`src/rtl/mem_port_arbiter_pkg.sv`:
```
// Shared types for the two-port data-memory arbiter: FSM states, access sizes,
// port ids and the alignment check applied to a granted request.
package mem_arb_pkg;

  typedef enum logic [1:0] {
    IDLE   = 2'd0,
    ACCESS = 2'd1,
    RESP   = 2'd2
  } state_t;

  localparam logic [1:0] SIZE_BYTE = 2'b00;
  localparam logic [1:0] SIZE_HALF = 2'b01;
  localparam logic [1:0] SIZE_WORD = 2'b10;
  localparam logic [1:0] SIZE_RSVD = 2'b11;

  typedef enum logic {
    PORT0 = 1'b0,
    PORT1 = 1'b1
  } port_t;

  // The reserved size never reaches memory, so it is treated as misaligned.
  function automatic logic is_misaligned(input logic [1:0] size, input logic [1:0] addr_lo);
    logic mis;
    case (size)
      SIZE_BYTE: mis = 1'b0;
      SIZE_HALF: mis = addr_lo[0];
      SIZE_WORD: mis = |addr_lo;
      default:   mis = 1'b1;
    endcase
    return mis;
  endfunction

endpackage

```
`src/rtl/mem_port_arbiter_if.sv`:
```
// Bundle of the two requester ports and the data-memory port of the arbiter.
// slave: the arbiter side; master: the requesters plus memory.
interface mem_port_arbiter_if #(
  parameter int ADDR_W = 32,
  parameter int DATA_W = 32
);
  logic              req0_valid, req1_valid;
  logic              req0_write, req1_write;
  logic [1:0]        req0_size,  req1_size;
  logic [ADDR_W-1:0] req0_addr,  req1_addr;
  logic [DATA_W-1:0] req0_wdata, req1_wdata;
  logic              req0_ready, req1_ready;
  logic              rsp0_valid, rsp1_valid;
  logic              rsp0_err,   rsp1_err;
  logic [DATA_W-1:0] rsp0_rdata, rsp1_rdata;
  logic [ADDR_W-1:0] mem_addr;
  logic              mem_we;
  logic [1:0]        mem_size;
  logic [DATA_W-1:0] mem_wdata;
  logic [DATA_W-1:0] mem_rdata;

  modport slave (
    input  req0_valid, req0_write, req0_size, req0_addr, req0_wdata,
    input  req1_valid, req1_write, req1_size, req1_addr, req1_wdata,
    input  mem_rdata,
    output req0_ready, req1_ready,
    output rsp0_valid, rsp0_err, rsp0_rdata,
    output rsp1_valid, rsp1_err, rsp1_rdata,
    output mem_addr, mem_we, mem_size, mem_wdata
  );

  modport master (
    output req0_valid, req0_write, req0_size, req0_addr, req0_wdata,
    output req1_valid, req1_write, req1_size, req1_addr, req1_wdata,
    output mem_rdata,
    input  req0_ready, req1_ready,
    input  rsp0_valid, rsp0_err, rsp0_rdata,
    input  rsp1_valid, rsp1_err, rsp1_rdata,
    input  mem_addr, mem_we, mem_size, mem_wdata
  );
endinterface

```
`src/rtl/mem_arb_picker.sv`:
```
// Two-way request picker: a lone request wins outright, a tie goes to the
// port that was not granted last. Output grant is one-hot or zero.
module mem_arb_picker
  import mem_arb_pkg::*;
(
  input  logic [1:0] valid,
  input  port_t      last_grant,
  output logic [1:0] grant
);

  always_comb begin
    grant = 2'b00;
    if (valid == 2'b11) begin
      grant = (last_grant == PORT0) ? 2'b10 : 2'b01;
    end else begin
      grant = valid;
    end
  end

endmodule

```
`src/rtl/mem_port_arbiter.sv`:
```
// Two-port data-memory arbiter: grant -> one memory cycle -> response.
// Define MEM_ARB_FIXED_PRIORITY_EN to make port 0 win every tie.
module mem_port_arbiter
  import mem_arb_pkg::*;
#(
  parameter int ADDR_W = 32,
  parameter int DATA_W = 32
) (
  input logic               clk,
  input logic               reset,
  mem_port_arbiter_if.slave bus
);

  state_t            state_q, state_d;
  logic              wr_q,    wr_d;
  logic [1:0]        size_q,  size_d;
  logic [ADDR_W-1:0] addr_q,  addr_d;
  logic [DATA_W-1:0] wdata_q, wdata_d;
  port_t             port_q,  port_d;
  logic              mis_q,   mis_d;
  port_t             last_grant;
  logic [1:0]        req_valid;
  logic [1:0]        grant;
  logic              sel;
  logic              sel_write;
  logic [1:0]        sel_size;
  logic [ADDR_W-1:0] sel_addr;
  logic [DATA_W-1:0] sel_wdata;
  logic              resp;

  // Requests are only visible to the picker in IDLE and out of reset.
  assign req_valid = {bus.req1_valid, bus.req0_valid} & {2{(state_q == IDLE) && !reset}};

  mem_arb_picker u_picker (
    .valid      (req_valid),
    .last_grant (last_grant),
    .grant      (grant)
  );

`ifdef MEM_ARB_FIXED_PRIORITY_EN
  assign last_grant = PORT1;
`else
  port_t last_grant_q, last_grant_d;

  always_comb begin
    last_grant_d = last_grant_q;
    if (|grant) last_grant_d = grant[1] ? PORT1 : PORT0;
  end

  always_ff @(posedge clk) begin
    if (reset) last_grant_q <= PORT1;
    else       last_grant_q <= last_grant_d;
  end

  assign last_grant = last_grant_q;
`endif

  assign sel       = grant[1];
  assign sel_write = sel ? bus.req1_write : bus.req0_write;
  assign sel_size  = sel ? bus.req1_size  : bus.req0_size;
  assign sel_addr  = sel ? bus.req1_addr  : bus.req0_addr;
  assign sel_wdata = sel ? bus.req1_wdata : bus.req0_wdata;

  always_comb begin
    state_d = state_q;
    wr_d    = wr_q;
    size_d  = size_q;
    addr_d  = addr_q;
    wdata_d = wdata_q;
    port_d  = port_q;
    mis_d   = mis_q;
    case (state_q)
      IDLE: begin
        if (|grant) begin
          wr_d    = sel_write;
          size_d  = sel_size;
          addr_d  = sel_addr;
          wdata_d = sel_wdata;
          port_d  = sel ? PORT1 : PORT0;
          mis_d   = is_misaligned(sel_size, sel_addr[1:0]);
          state_d = mis_d ? RESP : ACCESS;
        end
      end
      ACCESS:  state_d = RESP;
      RESP:    state_d = IDLE;
      default: state_d = IDLE;
    endcase
  end

  always_ff @(posedge clk) begin
    if (reset) begin
      state_q <= IDLE;
      wr_q    <= 1'b0;
      size_q  <= '0;
      addr_q  <= '0;
      wdata_q <= '0;
      port_q  <= PORT0;
      mis_q   <= 1'b0;
    end else begin
      state_q <= state_d;
      wr_q    <= wr_d;
      size_q  <= size_d;
      addr_q  <= addr_d;
      wdata_q <= wdata_d;
      port_q  <= port_d;
      mis_q   <= mis_d;
    end
  end

  // Memory bus simply mirrors the latched request; only mem_we is qualified.
  assign bus.mem_addr  = addr_q;
  assign bus.mem_size  = size_q;
  assign bus.mem_wdata = wdata_q;
  assign bus.mem_we    = !reset && (state_q == ACCESS) && wr_q;

  assign bus.req0_ready = grant[0];
  assign bus.req1_ready = grant[1];

  assign resp           = !reset && (state_q == RESP);
  assign bus.rsp0_valid = resp && (port_q == PORT0);
  assign bus.rsp1_valid = resp && (port_q == PORT1);
  assign bus.rsp0_err   = bus.rsp0_valid && mis_q;
  assign bus.rsp1_err   = bus.rsp1_valid && mis_q;
  assign bus.rsp0_rdata = (bus.rsp0_valid && !wr_q && !mis_q) ? bus.mem_rdata : '0;
  assign bus.rsp1_rdata = (bus.rsp1_valid && !wr_q && !mis_q) ? bus.mem_rdata : '0;

endmodule

```
`src/flat_wrapper.sv`:
```
// flat-port wrapper written by rule: the top's interface ports become plain ports
module mem_port_arbiter_flat import mem_arb_pkg::*;
#(
  parameter int ADDR_W = 32,
  parameter int DATA_W = 32
)
  (clk, reset, bus_req0_valid, bus_req0_write, bus_req0_size, bus_req0_addr, bus_req0_wdata, bus_req1_valid, bus_req1_write, bus_req1_size, bus_req1_addr, bus_req1_wdata, bus_mem_rdata, bus_req0_ready, bus_req1_ready, bus_rsp0_valid, bus_rsp0_err, bus_rsp0_rdata, bus_rsp1_valid, bus_rsp1_err, bus_rsp1_rdata, bus_mem_addr, bus_mem_we, bus_mem_size, bus_mem_wdata);
  mem_port_arbiter_if #(.ADDR_W(ADDR_W), .DATA_W(DATA_W)) bus_i ();
  input logic clk;
  input logic reset;
  input wire logic [$bits(bus_i.req0_valid)-1:0] bus_req0_valid;
  input wire logic [$bits(bus_i.req0_write)-1:0] bus_req0_write;
  input wire logic [$bits(bus_i.req0_size)-1:0] bus_req0_size;
  input wire logic [$bits(bus_i.req0_addr)-1:0] bus_req0_addr;
  input wire logic [$bits(bus_i.req0_wdata)-1:0] bus_req0_wdata;
  input wire logic [$bits(bus_i.req1_valid)-1:0] bus_req1_valid;
  input wire logic [$bits(bus_i.req1_write)-1:0] bus_req1_write;
  input wire logic [$bits(bus_i.req1_size)-1:0] bus_req1_size;
  input wire logic [$bits(bus_i.req1_addr)-1:0] bus_req1_addr;
  input wire logic [$bits(bus_i.req1_wdata)-1:0] bus_req1_wdata;
  input wire logic [$bits(bus_i.mem_rdata)-1:0] bus_mem_rdata;
  output wire logic [$bits(bus_i.req0_ready)-1:0] bus_req0_ready;
  output wire logic [$bits(bus_i.req1_ready)-1:0] bus_req1_ready;
  output wire logic [$bits(bus_i.rsp0_valid)-1:0] bus_rsp0_valid;
  output wire logic [$bits(bus_i.rsp0_err)-1:0] bus_rsp0_err;
  output wire logic [$bits(bus_i.rsp0_rdata)-1:0] bus_rsp0_rdata;
  output wire logic [$bits(bus_i.rsp1_valid)-1:0] bus_rsp1_valid;
  output wire logic [$bits(bus_i.rsp1_err)-1:0] bus_rsp1_err;
  output wire logic [$bits(bus_i.rsp1_rdata)-1:0] bus_rsp1_rdata;
  output wire logic [$bits(bus_i.mem_addr)-1:0] bus_mem_addr;
  output wire logic [$bits(bus_i.mem_we)-1:0] bus_mem_we;
  output wire logic [$bits(bus_i.mem_size)-1:0] bus_mem_size;
  output wire logic [$bits(bus_i.mem_wdata)-1:0] bus_mem_wdata;
  assign bus_i.req0_valid = bus_req0_valid;
  assign bus_i.req0_write = bus_req0_write;
  assign bus_i.req0_size = bus_req0_size;
  assign bus_i.req0_addr = bus_req0_addr;
  assign bus_i.req0_wdata = bus_req0_wdata;
  assign bus_i.req1_valid = bus_req1_valid;
  assign bus_i.req1_write = bus_req1_write;
  assign bus_i.req1_size = bus_req1_size;
  assign bus_i.req1_addr = bus_req1_addr;
  assign bus_i.req1_wdata = bus_req1_wdata;
  assign bus_i.mem_rdata = bus_mem_rdata;
  assign bus_req0_ready = bus_i.req0_ready;
  assign bus_req1_ready = bus_i.req1_ready;
  assign bus_rsp0_valid = bus_i.rsp0_valid;
  assign bus_rsp0_err = bus_i.rsp0_err;
  assign bus_rsp0_rdata = bus_i.rsp0_rdata;
  assign bus_rsp1_valid = bus_i.rsp1_valid;
  assign bus_rsp1_err = bus_i.rsp1_err;
  assign bus_rsp1_rdata = bus_i.rsp1_rdata;
  assign bus_mem_addr = bus_i.mem_addr;
  assign bus_mem_we = bus_i.mem_we;
  assign bus_mem_size = bus_i.mem_size;
  assign bus_mem_wdata = bus_i.mem_wdata;
  mem_port_arbiter #(.ADDR_W(ADDR_W), .DATA_W(DATA_W)) u_core (.clk(clk), .reset(reset), .bus(bus_i));
endmodule
```
`config.mk`:
```
export PLATFORM = sky130hd
export DESIGN_NAME = mem_port_arbiter_flat
export DESIGN_NICKNAME = d
export VERILOG_FILES = /design/src/rtl/mem_port_arbiter_pkg.sv /design/src/rtl/mem_port_arbiter_if.sv /design/src/rtl/mem_arb_picker.sv /design/src/rtl/mem_port_arbiter.sv /design/src/flat_wrapper.sv
export SDC_FILE = /design/constraint.sdc
export NUM_CORES = 1
export LEC_CHECK = 0
export BUFFER_PORTS_ARGS = -buffer_cell sky130_fd_sc_hd__clkbuf_2
export CORE_AREA = 5 5 147 114
export DETAILED_ROUTE_END_ITERATION = 10
export DIE_AREA = 0 0 152 119
export GPL_TIMING_DRIVEN = 0
export PLACE_DENSITY = 0.58
export SLEW_MARGIN = 30
export SYNTH_ARGS = -nofsm -noshare
export SYNTH_HDL_FRONTEND = slang
export SYNTH_SLANG_ARGS = --single-unit
```
`constraint.sdc`:
```
create_clock -name clk -period 1.41 [get_ports clk]
set_input_delay 0.2115 -clock clk [delete_from_list [all_inputs] [get_ports clk]]
set_output_delay 0.2115 -clock clk [all_outputs]
set_load 0.01 [all_outputs]
```
==> results.md, run 1 <==
- Number of global-route vias before repair: between 5,000 and 6,000
- Final cell area excluding filler cells: between 7000 and 8000 µm²
- CP Cell Sequence: nor2_4, nand2_4, nor4b_4, buf_6, buf_8, and2_1, buf_2
- Final clock skew: between 7 and 8 ps
- Final WL: 19.01 mm
- Critical path's top delay family: simple AND/OR/NAND/NOR gates
- Final standard cell count with taps included and fillers excluded: approximately 1,100
- Total power consumption of the routed design: 7521 µW
- Total vias in the final route: approximately 5,000
- Distinct cell type count after synthesis: 28
- Initial drt markers: about 230
- Area share of fa/ha/maj cells after synthesis: 0%
- Register bit count reported by yosys: just over 70
- Clock net sink count: 72
- Number of nets with antenna violations after detailed routing: 0
- Final setup violating endpoints: around 140
- Share of layout cells above drive strength 1: 57.91%
- Via density per instance: around 4.7
- Post-placement setup slack: -632.6 ps
- Endpoints failing hold: 0
- Hold Path Origin: bus_req1_wdata[13]
- Yosys top cell area share: between 30 and 40%
- Biggest area consumer among synthesized cells: dfxtp_1
- Netlist area before placement: around 3700 µm²
- Violated checks: setup timing
- Antenna violations before repair: 0
- Number of top-level pins: around 300
- Share of the yosys chip area belonging to registers: 39.16%
- Leak pwr: 0.003820 µW
- Buffers & Inverters on Critical Path: 3
- Internal: ~5400 µW
- Pin count of the biggest net entering global routing: 12
- Dominant combinational cell family by area after synthesis: simple AND/OR/NAND/NOR gates
- Share of synthesized area spent on multiplexers: 0.2719%
- Source of the critical timing path: u_core.state_q[0]
- Number of optimization iterations in the first detailed-route pass: 6
- Arrival time worst endpoint: between 1500 and 2000 ps
- Wire length of the first global-routing pass: 28.64 mm
- HPWL reported at the end of detailed placement: between 10 and 15 mm
- Xor and xnor fraction of the mapped netlist area: 0%
- Net count of the finished layout: ~1,000
- Inserted Clock Buffers: 9
- Clock share of power: ~34%
- Critical Path Source Type: flip-flop
- Summed negative setup slack over all endpoints: -62,350 ps
- Horizontal die dimension: approximately 150 µm
- Clock period minus final worst setup slack: 1951 ps
- Area added between synthesis and finish: 111.8%
- Placed cell area: 5485 µm²
- All-Layer GR Usage: about 20%
- Peak fanout along the critical path: 10
- Placeable core region: 15,030 µm²
- Clock root buffer: clkbuf_16
- Fin. max-slew vios: 0
- Logic pwr share: 33.5%
- Unrepaired setup endpoints after global routing: true
- Synthesized net count: around 650
- Initial standard-cell utilization of the core: approximately a quarter
- Max-slew headroom at the worst pin: around half
- Maximum buffer depth of the clock tree: 2
- Kind of capture point of the worst setup path: output port
- Switch share: approximately 29%
- Achievable frequency: 512.6 MHz
- Clock H-tree levels: 3
- R2r startpoint: u_core.state_q[0]
- Cells taking the most area after synthesis: dfxtp_1, nand2_1, a311oi_1
- Worst endpoint required time: around 1200 ps
- Count of input and output buffers: between 300 and 400
- Net switching component of the power: roughly 2200 µW
- Simple logic cell fraction of the synthesized area: a little over a third
- Clock tree from TritonCTS: done
- Actual transition at the worst max-transition pin: approximately 730 ps
- # DRC: 0
- Tcrit/Tclk final: 138.4%
- Synth Area in Compound Gates: 19.14%
- Post-Synthesis Cells: about 480
- Warnings, synthesis: 0
- Die ar.: between 15,000 and 20,000 µm²
- Clock insertion delay at the later pin of the skew report: ~340 ps
- Slowest cell on the critical path: dfxtp_4
- Reg power frac: 32.1%
- Crit path kind: reg2out
- Final WS setup: -540.9 ps
- Worst-case vdd ir drop: between 0.0005 and 0.0006 V
- # placed instances: 994
- Max-cap viol count: 0
- Number of placement rows: 39
- Total power per unit cell area: between 900 and 1000 nW/µm²
- RD Place Congestion: between 0.8 and 0.9
- Die span in y: ~120 µm
- Class of the most critical hold timing path: in2reg
- Biggest cell delay along the critical path: around 350 ps
- Remaining global-route overflow: 0
- Clock slew seen by the registers of the worst setup and hold paths: approximately 60 ps
- Mean instance size in the synthesized netlist: ~7.6 µm²
- Run status: finished, violations left
- Antenna Cells: 0
- Detailed-route wire length per cell: around 18 µm
==> registers in the layout, summed over array words and instances (netlist names) <==
name                  cells
u_core.bus.mem_addr      32
u_core.bus.mem_wdata     32
u_core.bus.mem_size       2
u_core.state_q            2
u_core.last_grant         1
u_core.mis_q              1
u_core.port_q             1
u_core.wr_q               1
==> layout by cell type (no fill, tap or decap), drive strengths merged, types with 2 or more instances in the layout <==
cell,Yosys,final
nand2,136,136
a21oi,4,4
and3,3,3
nor3,3,3
dfxtp,72,72
buf,25,154
nor2,74,74
a311oi,67,67
inv,2,2
nor4b,2,2
and2,67,67
bufbuf,0,5
clkbuf,18,271
bufinv,0,2
==> metrics by stage <==
stage          utilization, %  hold slack (ps)
2_1_floorplan               -            370.5
3_3_place_gp            36.50            465.0
3_5_place_dp            36.50            466.1
4_1_cts                 48.94            98.28
5_1_grt                 51.87            108.0
6_report                51.87            107.4
==> layout make-up <==
type / instances / area, µm²
Fill cell: 1453 / 7233
Multi-Input combinational cell: 366 / 2282
Tap cell: 205 / 256.5
Timing Repair Buffer: 375 / 2952
Clock inverter: 2 / 60.06
Inverter: 2 / 15.01
Clock buffer: 14 / 274.0
Buffer: 41 / 508.0
Sequential cell: 72 / 1449
==> power by group through the flow <==
stage / combinational, µW / clock, µW / sequential (µW)
floorplan: 717 / 0 / 2530
global placement: 1540 / 0 / 2440
detailed placement: 1540 / 0 / 2440
CTS: 2370 / 2640 / 2410
global route: 2720 / 2720 / 2440
finish: 2520 / 2590 / 2410
==> worst register-to-register path, delay by kind of cell, from the launching register on <==
kind / cells / cell delay (ps)
AO/OA/AOI/OAI: 2 / 230
flip-flops: 1 / 350
AND/OR/NAND/NOR: 1 / 230
buffers and inverters: 8 / 960
==> metal layers <==
layer / vias up / track usage (%) / wire, µm
met5: - / 0 / 0
met4: 0 / 5.952 / 453
met3: 29 / 5.693 / 1159
met2: 203 / 32.85 / 9317
met1: 2355 / 24.62 / 8080
li1: 2437 / - / -
==> path summary, 6_finish.rpt <==
| kind | end | slack (ps) | cells past startpoint |
|---|---|---|---|
| worst max-delay path | bus_rsp1_rdata[30] | -540 | 7 |
| worst min-delay path | u_core.bus.mem_wdata[13] | 110 | 3 |
| worst max register to register | u_core.wr_q | -500 | 11 |
| worst min register to register | u_core.bus.mem_wdata[31] | 490 | 2 |
==> repair_timing <==
action	in CTS	in global routing
pin swaps	51	42
hold buffers	0	0
resized for setup	169	150
gates cloned	22	1
buffers inserted	39	7
endpoints found under the setup margin	141	142
endpoints found under the hold margin	0	0
==> cells by family after synthesis <==
group	Yosys count
simple gates	289
compound gates	76
flops	72
buf+inv	45
mux	1
==> synth_stat cells (all sizes together) <==
master  count
nor4        1
a311oi     67
mux2i       1
inv         2
and3        3
nor2       74
nand2     136
a211oi      1
o21ai       1
and2       67
o21a        1
dfxtp      72
a31oi       1
nand2b      1
a21oi       4
buf        25
o32ai       1
clkbuf     18
nand3       1
or2         1
nor3        3
nor4b       2
No activity file was read; power rests on OpenSTA's default activity.
==> run 2: changes to the inputs <==
CTS_BUF_LIST = sky130_fd_sc_hd__clkbuf_4   (was unset)
==> run 2 against run 1 <==
  * Sequential share of layout area fell by 2.6 points
  * The flow still finishes with violations (setup timing)
  * First-iteration DRC count rose by 8.4%
  * Highest routed layer unchanged
  * Combinational power increased by 12%
  * Maximum frequency fell by 5.2%
  * Clock power is 42% lower
==> results.md, run 2 (synthesis results as in run 1) <==
- Critical path's top delay family: simple AND/OR/NAND/NOR gates
- Commonest non-fill, non-tap cells in the layout: clkbuf_2, dlygate4sd3_1, nand2_1, dfxtp_1, buf_6
- Tcrit/Tclk final: 145.9% (+7.6 points)
- Max-slew headroom at the worst pin: 50.87% (-0.40 points)
- HPWL reported at the end of detailed placement: 12.78 mm (unchanged)
- Total vias in the final route: 5,731 (+14%)
- Leak pwr: 0.004295 µW (+12%)
- Buffers & Inverters on Critical Path: 3 (unchanged)
- Fill cell count: 1,255 (-14%)
- Clock root buffer: clkbuf_4
- Final standard cell count with taps included and fillers excluded: 1,203 (+12%)
- Final clock skew: 20.34 ps (+12.61 ps)
- CP Cell Sequence: nor2_4, nand2_4, nor4b_4, buf_6, clkbuf_8, and2_4, buf_2
- Worst endpoint required time: 1200 ps (about the same)
- Routing usage on met3: 6.164% (+0.47 points)
- Count of input and output buffers: 306 (unchanged)
- Violated checks: setup timing
- Final setup violating endpoints: 142 (unchanged)
- Class of the most critical hold timing path: in2reg
- Most common cell after layout, fill and taps aside: clkbuf_2
- Arrival time worst endpoint: 1850 ps (+110 ps)
- Peak fanout along the critical path: 5 (-5)
- Area added between synthesis and finish: 145.9%
- Met1 GRT Util: 24.36% (-0.27 points)
- Actual transition at the worst max-transition pin: 737.0 ps (+6.040 ps)
- Final core utilization: 60.22% (+8.3 points)
- Initial drt markers: 245 (+8.4%)
- Initial standard-cell utilization of the core: 24.49% (unchanged)
- Multi-input combinational cell area: 2655 µm² (+16%)
- Final cell area excluding filler cells: 9051 µm² (+16%)
- Hold Path Origin: bus_req1_size[0]
- Inserted Clock Buffers: 9 (unchanged)
- Crit path kind: reg2out
- Antenna violations before repair: 2 (+2)
- Clock period minus final worst setup slack: 2057 ps (+106.5 ps)
- Run status: finished, violations left
- Clock net sink count: 72 (unchanged)
- Max-cap viol count: 0 (unchanged)
- Slowest cell on the critical path: dfxtp_4
- Placeable core region: 15,030 µm² (unchanged)
- Number of top-level pins: 307 (unchanged)
- Source of the critical timing path: u_core.state_q[0]
- RD Place Congestion: 0.8593 (unchanged)
- Number of global-route vias before repair: 5,852 (+16%)
- Unrepaired setup endpoints after global routing: true
- Placed cell area: 5485 µm² (unchanged)
- Kind of capture point of the worst setup path: output port
- Worst-case vdd ir drop: 0.0005284 V (-9.5%)
- Detailed-route wire length per cell: 18.54 µm (+5.1%)
- Via density per instance: 4.764 (+2.1%)
- Number of nets with antenna violations after detailed routing: 0 (unchanged)
- FF+latch area: 1449 µm² (unchanged)
- Total power per unit cell area: 744.8 nW/µm² (-23%)
- All-Layer GR Usage: 21.41% (+1.8 points)
- Clock slew seen by the registers of the worst setup and hold paths: 120 ps (+60 ps)
- Pin count of the biggest net entering global routing: 12 (unchanged)
- R2r startpoint: u_core.state_q[0]
- Share of layout cells above drive strength 1: 59.70% (+1.8 points)
- Wire length of the first global-routing pass: 31.65 mm (+11%)
- Die ar.: 18,090 µm² (unchanged)
- Endpoints failing hold: 0 (unchanged)
- Summed negative setup slack over all endpoints: -69,050 ps (-6699 ps)
- Number of optimization iterations in the first detailed-route pass: 4 (-2)
- Biggest cell delay along the critical path: 360 ps (about the same)
- Achievable frequency: 486.1 MHz (-5.2%)
- Critical Path Source Type: flip-flop
- # placed instances: 994 (unchanged)
- Fin. max-slew vios: 0 (unchanged)
- # DRC: 0 (unchanged)
- Clock H-tree levels: 3 (unchanged)
- Final WS setup: -647.4 ps (-106.5 ps)
- Maximum buffer depth of the clock tree: 2 (unchanged)
- Net count of the finished layout: 1,160 (+12%)
- Horizontal die dimension: 152 µm (unchanged)
- Most crowded layer after global routing: met2
- GR Util met2: 37.13% (+4.3 points)
- Clock insertion delay at the later pin of the skew report: 440 ps (+100 ps)
- Remaining global-route overflow: 0 (unchanged)
- Clock tree from TritonCTS: done
- Number of placement rows: 39 (unchanged)
- Final WL: 22.31 mm (+17%)
- Die span in y: 119 µm (unchanged)
-- run 2: cell count changes in the layout (fill, tap and decap cells not counted), moves of 5 or more --
cell	before	now
dlygate4sd3_1	0	129
nand2_1	129	68
nand2_2	6	52
a311oi_2	17	36
a311oi_1	49	31
buf_6	48	65
nand2_4	1	16
nor2_1	72	59
nor2_2	0	12
clkbuf_4	1	11
buf_12	15	8
buf_16	12	5
bufbuf_16	5	0
clkbuf_16	10	5
-- run 2: per-layer routing --
| metal | share of wire (%) | up-vias |
|---|---|---|
| met2 | 51 | 271 |
| li1 | - | 2671 |
| met5 | 0 | - |
| met1 | 38 | 2722 |
| met3 | 6.6 | 67 |
| met4 | 4.0 | 0 |
-- run 2: worst paths after layout --
path / endpoint / slack [ps] / cells after the start
max: bus_rsp1_rdata[18] / -650 / 7
min: u_core.bus.mem_size[0] / 70 / 3
max reg2reg: u_core.bus.mem_size[0] / -510 / 12
min reg2reg: u_core.bus.mem_wdata[20] / 500 / 2
-- run 2: layout make-up --
| type | instances | share of cell area, % |
|---|---|---|
| antenna | 3 | 0.08294 |
| buffer | 37 | 4.949 |
| clock buffer | 11 | 0.9124 |
| clock inverter | 5 | 0.7879 |
| inverter | 2 | 0.1382 |
| multi-input combinational | 366 | 29.33 |
| sequential | 72 | 16.01 |
| tap | 205 | 2.834 |
| timing repair buffer | 502 | 44.95 |
-- run 2: tightest hold or removal path: stages --
cell and delay, ps:
clkbuf_2 110, nand2_2 60, a311oi_2 90
-- run 2: repair_timing --
item	4_1_cts	5_1_grt
cloned	16	5
pin swaps	76	68
resized for setup	145	324
buffers inserted	39	17
hold buffers	129	0
endpoints found under the hold margin	65	0
endpoints found under the setup margin	142	142
-- run 2: through the flow --
stage          total power [µW]  setup WS (ps)  hold slack (ps)
2_1_floorplan              3243         -58.05            370.5
3_3_place_gp               3975         -584.8            465.0
3_5_place_dp               3982         -632.6            466.1
4_1_cts                    6394         -663.0            3.099
5_1_grt                    7067         -755.0            48.56
6_report                   6742         -647.4            69.27
-- run 2: power breakdown --
group,total [µW],internal (µW),switching (µW)
Clock,1510,744,762
Combinational,2810,1520,1290
Sequential,2420,2260,159
